<file path="src/rtl/snn_step_scheduler.sv">
// Timestep sequencer: arms the pre-synaptic buffer, streams spike words into it, waits for the
// synapse/neuron passes, optionally launches STDP, and repeats for the programmed step count.
module snn_step_scheduler #(
    parameter int NUM_WORDS = 144,
    parameter int STEP_W    = 8,
    parameter int TMO_W     = 16
) (
    input  logic              clk,
    input  logic              reset,
    input  logic              i_start,
    input  logic [STEP_W-1:0] i_num_steps,
    input  logic              i_learn_en,
    input  logic              i_abort,
    output logic              o_b_run,
    output logic              o_spk_rd,
    input  logic              i_spk_vld,
    input  logic              i_pre_done,
    input  logic              i_post_done,
    output logic              o_stdp_run,
    input  logic              i_stdp_done,
    output logic [STEP_W-1:0] o_step,
    output logic              o_busy,
    output logic              o_done,
    output logic              o_err
);
    localparam int WCNT_W = $clog2(NUM_WORDS + 1);

    typedef enum logic [2:0] {
        S_IDLE, S_ARM, S_STRM, S_SYN, S_POST, S_STDP, S_NEXT, S_DONE
    } state_t;

    state_t              state_q, state_d;
    logic [WCNT_W-1:0]   wcnt_q, wcnt_d;
    logic [STEP_W-1:0]   step_q, step_d;
    logic [STEP_W-1:0]   steps_q, steps_d;
    logic                learn_q, learn_d;
    logic [TMO_W-1:0]    tmo_q, tmo_d;
    logic                b_run_q, b_run_d;
    logic                stdp_run_q, stdp_run_d;
    logic                done_q, done_d;
    logic                err_q, err_d;

    logic [TMO_W-1:0]    tmo_inc;
    logic                wd_hit;
    logic                waiting;
    logic                spk_rd;

    assign spk_rd  = (state_q == S_STRM) && (wcnt_q < WCNT_W'(NUM_WORDS));
    assign tmo_inc = tmo_q + TMO_W'(1);
    // Timeout fires on the edge where the watchdog would reach all-ones.
    assign wd_hit  = (tmo_inc == {TMO_W{1'b1}});
    assign waiting = (state_q == S_SYN) || (state_q == S_POST) || (state_q == S_STDP);

    always_comb begin
        state_d    = state_q;
        wcnt_d     = wcnt_q;
        step_d     = step_q;
        steps_d    = steps_q;
        learn_d    = learn_q;
        err_d      = err_q;
        b_run_d    = 1'b0;
        stdp_run_d = 1'b0;
        done_d     = 1'b0;
        tmo_d      = tmo_q;

        case (state_q)
            S_IDLE: if (i_start) begin
                state_d = S_ARM;
                steps_d = (i_num_steps == '0) ? STEP_W'(1) : i_num_steps;
                learn_d = i_learn_en;
                err_d   = 1'b0;
                step_d  = '0;
                wcnt_d  = '0;
                b_run_d = 1'b1;
            end
            S_ARM: state_d = S_STRM;
            S_STRM: if (i_spk_vld && spk_rd) begin
                wcnt_d = wcnt_q + WCNT_W'(1);
                if (wcnt_q == WCNT_W'(NUM_WORDS - 1)) state_d = S_SYN;
            end
            S_SYN: begin
                if (i_pre_done) state_d = S_POST;
                else if (wd_hit) begin
                    state_d = S_IDLE;
                    err_d   = 1'b1;
                end
            end
            S_POST: begin
                if (i_post_done) begin
                    if (learn_q) begin
                        state_d    = S_STDP;
                        stdp_run_d = 1'b1;
                    end else begin
                        state_d = S_NEXT;
                    end
                end else if (wd_hit) begin
                    state_d = S_IDLE;
                    err_d   = 1'b1;
                end
            end
            S_STDP: begin
                if (i_stdp_done) state_d = S_NEXT;
                else if (wd_hit) begin
                    state_d = S_IDLE;
                    err_d   = 1'b1;
                end
            end
            S_NEXT: begin
                if (step_q == steps_q - STEP_W'(1)) begin
                    state_d = S_DONE;
                    done_d  = 1'b1;
                end else begin
                    state_d = S_ARM;
                    step_d  = step_q + STEP_W'(1);
                    wcnt_d  = '0;
                    b_run_d = 1'b1;
                end
            end
            S_DONE: state_d = S_IDLE;
            default: state_d = S_IDLE;
        endcase

        tmo_d = (waiting && state_d == state_q) ? tmo_inc : '0;

        // Abort overrides everything except the sticky error flag.
        if (i_abort) begin
            state_d    = S_IDLE;
            wcnt_d     = '0;
            step_d     = '0;
            tmo_d      = '0;
            err_d      = err_q;
            b_run_d    = 1'b0;
            stdp_run_d = 1'b0;
            done_d     = 1'b0;
        end
    end

    always_ff @(posedge clk or posedge reset) begin
        if (reset) begin
            state_q    <= S_IDLE;
            wcnt_q     <= '0;
            step_q     <= '0;
            steps_q    <= '0;
            learn_q    <= 1'b0;
            tmo_q      <= '0;
            b_run_q    <= 1'b0;
            stdp_run_q <= 1'b0;
            done_q     <= 1'b0;
            err_q      <= 1'b0;
        end else begin
            state_q    <= state_d;
            wcnt_q     <= wcnt_d;
            step_q     <= step_d;
            steps_q    <= steps_d;
            learn_q    <= learn_d;
            tmo_q      <= tmo_d;
            b_run_q    <= b_run_d;
            stdp_run_q <= stdp_run_d;
            done_q     <= done_d;
            err_q      <= err_d;
        end
    end

    assign o_b_run    = b_run_q;
    assign o_spk_rd   = spk_rd;
    assign o_stdp_run = stdp_run_q;
    assign o_step     = step_q;
    assign o_busy     = (state_q != S_IDLE);
    assign o_done     = done_q;
    assign o_err      = err_q;
endmodule

</file>
<file path="config.mk">
export PLATFORM = sky130hd
export DESIGN_NAME = snn_step_scheduler
export DESIGN_NICKNAME = d
export VERILOG_FILES = /design/src/rtl/snn_step_scheduler.sv
export SDC_FILE = /design/constraint.sdc
export NUM_CORES = 1
export LEC_CHECK = 0
export ABC_CLOCK_PERIOD_IN_PS = 2700
export BUFFER_PORTS_ARGS = -buffer_cell sky130_fd_sc_hd__buf_2
export CORE_ASPECT_RATIO = 1.2
export CORE_MARGIN = 2
export CORE_UTILIZATION = 40
export CTS_CLUSTER_DIAMETER = 200
export DETAILED_ROUTE_END_ITERATION = 10
export HOLD_SLACK_MARGIN = 0.05
export PLACE_DENSITY_LB_ADDON = 0.1
export SLEW_MARGIN = 25
export SYNTH_ARGS = -nofsm -noshare
export SYNTH_HDL_FRONTEND = slang
export SYNTH_SLANG_ARGS = --single-unit
</file>
<file path="constraint.sdc">
create_clock -name clk -period 2.7 [get_ports clk]
set_input_delay 0 -clock clk [delete_from_list [all_inputs] [get_ports clk]]
set_output_delay 0 -clock clk [all_outputs]
set_load 0.005 [all_outputs]
</file>
==> results of run 1 <==
## layer usage
layer	track usage (%)	vias up
met5	0	-
met4	6.31	0
met3	2.90	13
met2	33.4	43
met1	21.8	1337
li1	-	1353
## what timing repair did
item	in CTS	in global routing
setup endpoints to repair	0	2
hold buffers	11	0
hold endpoints to repair	58	0
gates resized for setup	0	1
## final cells by class
type | count | area, µm² | share of cell area [%]
repair buffers | 50 | 340 | 9.70
clock buffers | 6 | 72.6 | 2.07
multi-input cells | 276 | 1730 | 49.3
clock inverters | 1 | 5.00 | 0.143
well taps | 90 | 113 | 3.21
inverters | 12 | 47.5 | 1.35
flip-flops and latches | 48 | 1200 | 34.2
## synth_stat cells, types with 2 or more instances
master and number:
a211oi_1 3, a21o_1 3, a21oi_1 14, a31oi_1 4, a41o_1 2, a41oi_1 5
and2_1 3, and3_1 6, and4_1 2, clkbuf_1 7, dfrtp_1 48, ha_1 5
inv_1 11, nand2_1 51, nand2b_1 11, nand3_1 13, nand4_1 7, nand4b_1 3
nor2_1 27, nor2b_1 3, nor3_1 10, nor4_1 2, nor4_2 2, o21a_1 3
o21ai_0 19, o21ai_1 7, o22ai_1 5, o31ai_1 5, o41ai_1 2, or2_2 2
or3_1 11, or3_4 2, or4_1 2, xnor2_1 14, xor2_1 8
## state kept, by name (all words and copies together), names as in the netlist, 3 cells and up
register and cells:
state_q 3, steps_q 8, o_step 8, wcnt_q 8, tmo_q 16
## logic make-up (layout without fill, tap and decap cells)
family / Yosys count / after routing / synth area share [%]
AO/OA/AOI/OAI: 83 / 83 / 18.5
XOR/XNOR: 22 / 22 / 6.37
adder cells (fa/ha/maj): 5 / 5 / 2.07
buffers and inverters: 23 / 69 / 3.31
flip-flops: 48 / 48 / 39.7
AND/OR/NAND/NOR: 166 / 166 / 30.0
## cells in the final DEF, fill, tap and decap left out, drive strengths merged, types with 10 or more instances in the layout
| master | count |
|---|---|
| dfrtp | 48 |
| inv | 11 |
| buf | 39 |
| xnor2 | 14 |
| nor3 | 10 |
| nand2b | 11 |
| nor2 | 27 |
| dlygate4sd3 | 11 |
| a21oi | 14 |
| or3 | 13 |
| o21ai | 26 |
| nand2 | 51 |
| nand3 | 13 |
## metrics by stage
stage	setup slack [ps]	hold WS (ps)	power (µW)
final	213	86.9	1390
after global routing	32.9	92.5	1440
after CTS	133	77.5	1400
after detailed placement	155	129	969
after global placement	256	209	967
after floorplan	325	65.8	902
## worst max-delay path, cell delays in order (launching register included)
cell and delay [ps]:
dfrtp_1 440, inv_1 100, ha_1 240, or3b_2 460
a211oi_1 280, o211ai_2 200, nor4_4 220, buf_12 200
nor3_1 70, o22a_1 180
## power by group
group	switching [µW]	internal [µW]	leakage (µW)
Combinational	125	90.4	0.000819
Sequential	17.2	738	0.000654
Clock	244	177	0.0000410
Total	386	1010	0.00151
## final timing paths
path,from,endpoint,slack [ps],depth (start not counted)
hold / removal,i_start,o_stdp_run,90,2
min in group asynchronous,reset,wcnt_q[1],310,3
hold reg to reg,steps_q[7],steps_q[7],510,2
setup reg to reg,steps_q[0],wcnt_q[7],210,9
setup / recovery,steps_q[0],wcnt_q[7],210,9
max in group asynchronous,reset,steps_q[6],1980,3
==> results_dict.tcl, run 1 <==
set metrics [dict create \
    synth-edff-count 0 \
    finalSetupViolCount 0 \
    fmax_mhz 402 \
    yosysWarnings 0 \
    stdcell_area_um2 3510 \
    skew_ps 10.1 \
    netlist_area_um2 3020 \
    wl_met3_um 226 \
    rsz0062_at_grt "false" \
    period_share_pct 92.1 \
    port-buffer-count 30 \
    wl_mm 7.35 \
    yosysUniqueCellTypes 60 \
    design.die.area_um2 8270 \
    clock_latency_ps 310 \
    cap_viol_max_count 0 \
    dp.cells 465 \
    instances_no_fill 483 \
    ioPinCount 31 \
    track_usage_pct 18.3 \
    grt_max_degree 49 \
    setup_tns_ps 0 \
    synth.area.top_cells "dfrtp_1 (40%), nand2_1 (6.3%), xnor2_1 (4.1%)" \
    worstMarginPinSlew_ps 682 \
    power.leakage_uw 0.00151 \
    min_path_type "in2reg" \
    cts_sinks 48 \
    cts.path.max_buffers 2 \
    cts.clk_slew.worst_paths_ps 90 \
    drtIter0Drc 123 \
    vias 2746 \
    synthArstFlopShare_pct 100 \
    avgSynthCellArea_um2 8.71 \
    start_kind "flop" \
    firstDrtPassIters 4 \
    end_kind "flop" \
    drt.antenna.violating_nets 0 \
    hpwl_mm 5.19 \
    synth_top_area_share_pct 39.7 \
    layout-drive-gt1-share_pct 15.5 \
    synth-seq-area-share_pct 39.7 \
    hold_viol 0 \
    critical_path_arrival_ps 2690 \
    grt_pass1_wl_mm 12.5 \
    routed_via_density 5.69 \
    fillers 718 \
    drcViolationCount 0 \
    initial_core_util_pct 41.6 \
    maxSlewViolCount 0 \
    critPathKind "reg2reg" \
    post_cts_buffers 0 \
    h-tree-depth 2 \
    dieWidth_um 83.4 \
    status "finished clean" \
    synth_cells 347 \
    critPathRequiredTime_ps 2900 \
    row_count 34 \
    synthToLayoutAreaGrowth_pct 16.1 \
    syn_nets 369 \
    worstPathMaxFanout 27 \
    coreArea_um2 7270 \
    fin_crit_ps 2490 \
    synth_ff_type "dfrtp_1" \
    final_core_util_pct 48.2 \
    yosys.area.top_type "dfrtp_1" \
    antenna_cells 0 \
    cts_buffers 5 \
    relSlewSlack_pct 54.2 \
    placed_area_um2 3310 \
    ys_seq_elements 48 \
    vdd_drop_max_v 0.000195 \
    met2_length_mm 3.76 \
    grt_pass1_vias 2653 \
    p_per_area_nw_per_um2 396 \
    die_h_um 99.2 \
    cts_tree "done" \
    wire_per_inst_um 15.2 \
    drt-met1-wl_mm 3.20 \
    place.gp.congestion 0.839 \
    overflow 0 \
    antenna_found_initial 0 \
    top_layer "met4" \
    ctsRootBufferMaster "clkbuf_8" \
    nets 415 \
]
No activity file was read; power rests on OpenSTA's default activity.
==> run 2: changes to the inputs <==
CORE_MARGIN = 8   (was 2)
==> results_dict.tcl, run 2 (synthesis gave the netlist of run 1 again) <==
set metrics [dict create \
    status "finished clean" \
    initial_core_util_pct 41.6 \
    fmax_mhz 404 \
    rsz0062_at_grt "false" \
    path_cells "inv_1 -> ha_1 -> or3b_2 -> a211oi_1 -> o211ai_2 -> nor4_4 -> buf_12 -> nor3_1 -> o22a_1" \
    ioPinCount 31 \
    largest_reg_flops 16 \
    final_cell_mix "nand2_1 (51), dfrtp_1 (48), buf_2 (30)" \
    critical_path_arrival_ps 2670 \
    routed_via_density 5.53 \
    antenna_found_initial 0 \
    cpPeakStageDelay_ps 460 \
    track_usage_pct 14.2 \
    period_share_pct 91.7 \
    overflow 0 \
    skew_ps 11.5 \
    crit_slowest_cell "or3b_2" \
    drcViolationCount 0 \
    vdd_drop_max_v 0.000270 \
    grt_pass1_vias 2564 \
    hold_viol 0 \
    synthToLayoutAreaGrowth_pct 17.3 \
    p_per_area_nw_per_um2 420 \
    cp_num_buf_inv 2 \
    antenna_cells 0 \
    design.die.area_um2 10600 \
    fillers 706 \
    drtIter0Drc 83 \
    clock_latency_ps 300 \
    grt_pass1_wl_mm 12.2 \
    cts_tree "done" \
    min_path_type "in2reg" \
    cts.clk_slew.worst_paths_ps 90 \
    setup_tns_ps 0 \
    cts_sinks 48 \
    grt_max_degree 49 \
    critPathRequiredTime_ps 2900 \
    hpwl_mm 5.33 \
    path_delay_family "simple AND/OR/NAND/NOR gates" \
    fin_crit_ps 2480 \
    firstDrtPassIters 4 \
    holdWs_ps 85.4 \
    cts_buffers 5 \
    regMostFlops "tmo_q" \
    nets 416 \
    place.gp.congestion 0.881 \
    row_count 34 \
    final_common_cell "nand2_1" \
    coreArea_um2 7270 \
    relSlewSlack_pct 55.2 \
    end_kind "flop" \
    worstPathMaxFanout 27 \
    drt.antenna.violating_nets 0 \
    finalSetupViolCount 0 \
    start_kind "flop" \
    wl_mm 7.27 \
    maxSlewViolCount 0 \
    cts.path.max_buffers 2 \
    dieWidth_um 95.4 \
    critPathKind "reg2reg" \
    cap_viol_max_count 0 \
    ctsRootBufferMaster "clkbuf_8" \
    port-buffer-count 30 \
    layout-drive-gt1-share_pct 15.9 \
    vias 2681 \
    die_h_um 111 \
    wire_per_inst_um 15.0 \
    worstMarginPinSlew_ps 667 \
    power.leakage_uw 0.00153 \
    h-tree-depth 2 \
]
-- run 2: through the flow --
step	std cells	area (µm²)	worst slack, ps	utilization [%]	total power [µW]
after global placement	466	3320	250	45.6	967
after floorplan	347	3020	325	-	902
after CTS	485	3540	131	48.6	1520
final	485	3550	225	48.8	1490
after global routing	485	3550	72.3	48.8	1570
after detailed placement	466	3320	143	45.6	970
-- run 2: worst register-to-register path: stages (launching register included) --
cell and delay (ps):
dfrtp_1 430, inv_1 100, ha_1 250, or3b_2 460, a211oi_1 280, o211ai_2 200
nor4_4 220, buf_12 200, nor3_1 70, o22a_1 170
-- run 2: layer usage --
layer	track usage, %	part of all wire (%)	up-vias
met5	0	0	-
met4	3.97	2.0	0
met3	2.37	2.7	13
met2	25.0	52	34
met1	16.8	44	1288
li1	-	-	1346
-- run 2: layout make-up --
type	instances	area (µm²)	area share (%)
tap	90	113	3.17
sequential	48	1200	33.9
clock inverter	2	35.0	0.988
clock buffer	6	72.6	2.05
inverter	12	47.5	1.34
multi-input combinational	276	1730	48.8
timing repair buffer	51	348	9.81
-- run 2: worst paths after layout --
check / cells past startpoint / end / slack [ps] / startpoint
setup / recovery: 9 / wcnt_q[7] / 220 / steps_q[0]
hold / removal: 2 / o_stdp_run / 90 / i_start
setup reg to reg: 9 / wcnt_q[7] / 220 / steps_q[0]
hold reg to reg: 1 / wcnt_q[0] / 510 / wcnt_q[0]
max in group asynchronous: 3 / steps_q[0] / 1950 / reset
min in group asynchronous: 3 / wcnt_q[0] / 340 / reset
-- run 2: timing repair --
action,CTS,global route
resized for setup,0,1
hold buffers,11,0
setup endpoints to repair,0,1
hold endpoints to repair,58,0
setup buffers,0,0
-- run 2: power by group --
part | leakage [µW] | internal, µW | total (µW) | switching (µW)
logic | 0.000823 | 90.6 | 214 | 123
clock network | 0.0000552 | 275 | 523 | 248
registers | 0.000654 | 738 | 754 | 16.5
